--- src/rtl/reg_access_master.sv ---
// Register-bank access master: accepts one command at a time (write, read or
// burst read), sequences the bank strobes, and returns read bytes over a
// valid/ready response channel. Blocked bank accesses are bounded by a stall
// counter that aborts the command and raises a sticky error.
module reg_access_master #(
  parameter logic [7:0] STALL_LIMIT = 8'd255
) (
  input  logic       clk,
  input  logic       rst_n,
  // Command channel
  input  logic       cmd_valid,
  output logic       cmd_ready,
  input  logic [1:0] cmd_op,
  input  logic [4:0] cmd_addr,
  input  logic [7:0] cmd_data,
  // Register bank
  output logic [4:0] mem_addr,
  output logic       mem_addr_update,
  output logic       mem_wren,
  output logic [7:0] mem_wdata,
  input  logic       mem_full,
  output logic       mem_rden,
  input  logic [7:0] mem_rdata,
  input  logic       mem_empty,
  // Response channel
  output logic       rsp_valid,
  input  logic       rsp_ready,
  output logic [7:0] rsp_data,
  output logic [4:0] rsp_addr,
  output logic       rsp_last,
  // Status
  output logic       busy,
  output logic       err
);

  typedef enum logic [2:0] {
    StIdle,
    StAddr,
    StWrite,
    StRead,
    StCapture,
    StResp
  } state_e;

  localparam logic [1:0] OpWrite = 2'b00;
  localparam logic [1:0] OpBurst = 2'b10;
  localparam logic [1:0] OpIllegal = 2'b11;

  state_e     state_q;
  logic [1:0] op_q;
  logic [4:0] rem_q;
  logic [7:0] stall_q;
  logic [4:0] mem_addr_q;
  logic       mem_addr_update_q;
  logic [7:0] mem_wdata_q;
  logic       rsp_valid_q;
  logic [7:0] rsp_data_q;
  logic [4:0] rsp_addr_q;
  logic       rsp_last_q;
  logic       err_q;

  // Sequencer: command latch, address stepping, stall bound and response capture.
  always_ff @(posedge clk) begin
    if (!rst_n) begin
      state_q           <= StIdle;
      op_q              <= 2'b00;
      rem_q             <= 5'd0;
      stall_q           <= 8'd0;
      mem_addr_q        <= 5'd0;
      mem_addr_update_q <= 1'b0;
      mem_wdata_q       <= 8'd0;
      rsp_valid_q       <= 1'b0;
      rsp_data_q        <= 8'd0;
      rsp_addr_q        <= 5'd0;
      rsp_last_q        <= 1'b0;
      err_q             <= 1'b0;
    end else begin
      mem_addr_update_q <= 1'b0;
      unique case (state_q)
        StIdle: begin
          if (cmd_valid) begin
            if (cmd_op == OpIllegal) begin
              err_q <= 1'b1;
            end else begin
              op_q              <= cmd_op;
              mem_addr_q        <= cmd_addr;
              mem_addr_update_q <= 1'b1;
              rem_q             <= (cmd_op == OpBurst) ? cmd_data[4:0] : 5'd0;
              if (cmd_op == OpWrite) begin
                mem_wdata_q <= cmd_data;
              end
              state_q <= StAddr;
            end
          end
        end
        StAddr: begin
          stall_q <= 8'd0;
          state_q <= (op_q == OpWrite) ? StWrite : StRead;
        end
        StWrite: begin
          if (!mem_full) begin
            stall_q <= 8'd0;
            state_q <= StIdle;
          end else if (stall_q + 8'd1 == STALL_LIMIT) begin
            // Bank stayed full too long: drop the command.
            stall_q <= 8'd0;
            err_q   <= 1'b1;
            state_q <= StIdle;
          end else begin
            stall_q <= stall_q + 8'd1;
          end
        end
        StRead: begin
          if (!mem_empty) begin
            stall_q <= 8'd0;
            state_q <= StCapture;
          end else if (stall_q + 8'd1 == STALL_LIMIT) begin
            // Abandon the remaining burst beats too.
            stall_q <= 8'd0;
            err_q   <= 1'b1;
            state_q <= StIdle;
          end else begin
            stall_q <= stall_q + 8'd1;
          end
        end
        StCapture: begin
          rsp_data_q  <= mem_rdata;
          rsp_addr_q  <= mem_addr_q;
          rsp_last_q  <= (rem_q == 5'd0);
          rsp_valid_q <= 1'b1;
          state_q     <= StResp;
        end
        StResp: begin
          if (rsp_ready) begin
            rsp_valid_q <= 1'b0;
            if (rem_q == 5'd0) begin
              state_q <= StIdle;
            end else begin
              rem_q             <= rem_q - 5'd1;
              mem_addr_q        <= mem_addr_q + 5'd1;  // 5-bit add wraps 31 -> 0
              mem_addr_update_q <= 1'b1;
              state_q           <= StAddr;
            end
          end
        end
        default: state_q <= StIdle;
      endcase
    end
  end

  // Strobes must react to mem_full/mem_empty in the same cycle, so they are
  // decoded from the state register rather than registered themselves.
  always_comb begin
    mem_wren = (state_q == StWrite) && !mem_full;
    mem_rden = (state_q == StRead) && !mem_empty;
  end

  // Status and registered outputs.
  always_comb begin
    cmd_ready       = (state_q == StIdle);
    busy            = (state_q != StIdle);
    mem_addr        = mem_addr_q;
    mem_addr_update = mem_addr_update_q;
    mem_wdata       = mem_wdata_q;
    rsp_valid       = rsp_valid_q;
    rsp_data        = rsp_data_q;
    rsp_addr        = rsp_addr_q;
    rsp_last        = rsp_last_q;
    err             = err_q;
  end

endmodule

--- config.mk ---
export PLATFORM = sky130hd
export DESIGN_NAME = reg_access_master
export DESIGN_NICKNAME = d
export VERILOG_FILES = /design/src/rtl/reg_access_master.sv
export SDC_FILE = /design/constraint.sdc
export NUM_CORES = 1
export LEC_CHECK = 0
export CELL_PAD_IN_SITES_DETAIL_PLACEMENT = 1
export CELL_PAD_IN_SITES_GLOBAL_PLACEMENT = 1
export CORE_AREA = 2 2 93 95
export CTS_CLUSTER_SIZE = 28
export DETAILED_ROUTE_END_ITERATION = 7
export DIE_AREA = 0 0 95 97
export PLACE_DENSITY_LB_ADDON = 0.1
export SYNTH_ARGS = -nofsm -noshare
export SYNTH_HDL_FRONTEND = slang
export SYNTH_SLANG_ARGS = --single-unit
--- constraint.sdc ---
create_clock -name clk -period 2.1 [get_ports clk]
set_input_delay 0.21 -clock clk [delete_from_list [all_inputs] [get_ports clk]]
set_output_delay 0.21 -clock clk [all_outputs]
set_load 0.03 [all_outputs]
==> qor.csv <==
metric,value,unit
routed_wl,7.15,mm
power.leakage,1.26,nW
fp.dieW,95,µm
yosysTopAreaCellShare,40.1,%
hold_buffers,0,
yosys-top-cells-area,"dfxtp_1 40%, nand2_1 7.7%, a21boi_0 5.9%",
syn_area_per_cell,8.30,µm²
drc,0,
fin_crit,2.04,ns
grt_pass1_vias,2295,
yosysWarnings,0,
setup_slack,0.0560,ns
fin_skew,0.0110,ns
cts_setup_buffers,0,
placed_cells,466,
nets,401,
placed_area,3290,µm²
stdcell_count,474,
root_buffer,clkbuf_8,
wl_per_cell,15.1,µm
period_share,97.3,%
worst_hold_slack,0.458,ns
multi_input_area,1350,µm²
synth_edf_count,0,
grt_overflow,0,
syn_to_final_growth,42.7,%
slew_violations,0,
n_antenna_cell,0,
cts_buffers,5,
drtAntennaViolNets,0,
syn_area,2400,µm²
syn_inst,289,
finalHoldViolCount,0,
nFillCells,972,
place_hpwl,5.34,mm
synth_fp_nets,322,
port_buffers,62,
setup_violations,0,
layout-drive-gt1-share,11.9,%
status,"finished, final reports clean",
worst_hold_path_type,primary input to register,
synth_async_sr_flop_share,0,%
clk_latency,0.31,ns
rows,33,
cts_buffer_depth,2,
tightest_slew,0.450,ns
cp-end-kind,output port,
most-common-layout-cells,"60 x clkdlybuf4s50_1, 49 x nand2_1, 48 x dfxtp_1",
ir_drop,0.272,mV
ys_ff_latch,48,
crit_type,register to output port,
cp.arrival,1.83,ns
grt_max_degree,25,
cap_violations,0,
slew-limit-headroom,69.9,%
p_per_area,598,nW/µm²
yosysSeqAreaShare,40.1,%
grtUsageTotal,15.7,%
layout_commonest_cell,clkdlybuf4s50_1,
yosysUniqueCellTypes,48,
fin_setup_tns,0,ns
die_y,97,µm
cp_max_fo,7,
die-area,9220,µm²
antenna_found_initial,0,
ff_latch_area,961,µm²
firstDrtPassIters,4,
via_per_inst,4.92,
yosys.area.top_type,dfxtp_1,
max_freq,489,MHz
drtIter0Drc,76,
synth_flop_cell,dfxtp_1,
gp_congestion,0.772,
clkTransAtPathRegs,0.10,ns
cp.required,1.89,ns
route.vias.total,2334,
pin_count,63,
grt_pass1_wl,11.7,mm
htree_num_levels,2,
cts_tree,built,
design_area,3420,µm²
cp-start-kind,register,
start_util,29.5,%
clock_sinks,48,
place_ws,-0.247,ns
core,8130,µm²
-- critical path: stages, from the launching register on --
cell and delay, ns:
dfxtp_1 0.39, or3_4 0.42, inv_1 0.06, clkdlybuf4s50_1 0.66
-- logic make-up (layout without fill, tap and decap cells) --
family	after synthesis	after routing	share of synthesized area (%)
and+or+nand+nor	116	116	25.1
buffers and inverters	28	108	4.75
AOI/OAI and AO/OA	78	78	21.9
adders and majority gates	4	4	2.09
xor gates and xnor gates	4	4	1.46
DFF	48	48	40.1
muxes	11	11	4.59
-- final timing paths --
kind / from / end / slack [ns] / cells after the start
worst min register to register: rsp_addr[2] / rsp_addr[2] / 0.47 / 2
worst max register to register: rem_q[1] / rem_q[1] / 0.18 / 10
worst max-delay path: state_q[2] / cmd_ready / 0.06 / 3
worst min-delay path: mem_rdata[5] / rsp_data[5] / 0.46 / 3
-- state kept, by name, indices dropped and copies added (netlist names), 2 cells and up --
signal and count:
mem_wdata 8, rsp_data 8, stall_q 8, mem_addr 5
rem_q 5, rsp_addr 5, state_q 3, op_q 2
-- per-stage QoR --
step           power (mW)  util, %
6_report             2.05     42.1
5_1_grt              2.14     42.1
4_1_cts              2.06     41.8
3_5_place_dp         1.38     40.5
3_3_place_gp         1.38     40.5
2_1_floorplan        1.18        -
-- timing repair --
action,4_1_cts,5_1_grt
endpoints found under the setup margin,6,9
endpoints found under the hold margin,0,0
gates cloned,0,0
resized for setup,3,4
-- area by class of cell --
cell class | count | share of cell area [%]
clock inverters | 2 | 1.02
well taps | 105 | 3.84
clock buffers | 6 | 2.12
inverters | 12 | 1.32
multi-input cells | 213 | 39.5
repair buffers | 88 | 24.1
flip-flops and latches | 48 | 28.1
-- layer usage --
metal / vias to the layer above / wire, µm / GRT usage [%]
li1: 1169 / - / -
met1: 1120 / 3370 / 21.4
met2: 38 / 3440 / 25.6
met3: 7 / 277 / 3.27
met4: 0 / 68 / 3.34
met5: - / 0 / 0
-- Yosys cell counts (2+ instances only) --
cell type,count
a211o_1,2
a211oi_1,3
a21boi_0,19
a21oi_1,13
a31o_2,2
a31oi_1,4
a41oi_1,2
and2_1,2
and4_1,2
clkbuf_1,14
dfxtp_1,48
ha_1,4
inv_1,12
mux2i_1,11
nand2_1,49
nand2b_1,9
nand3_1,8
nand4_1,2
nand4b_1,3
nor2_1,8
nor2b_1,15
nor3_1,7
nor4b_1,2
o211ai_1,3
o21ai_0,18
o31ai_1,2
or3_1,2
xor2_1,3
-- power breakdown --
| group | internal [mW] | switching, mW | total [mW] |
|---|---|---|---|
| sequential | 0.943 | 0.0329 | 0.976 |
| combinational | 0.194 | 0.196 | 0.390 |
| clock | 0.354 | 0.327 | 0.681 |
| total | 1.49 | 0.556 | 2.05 |
Note: power is estimated with default switching activity, not from simulation.
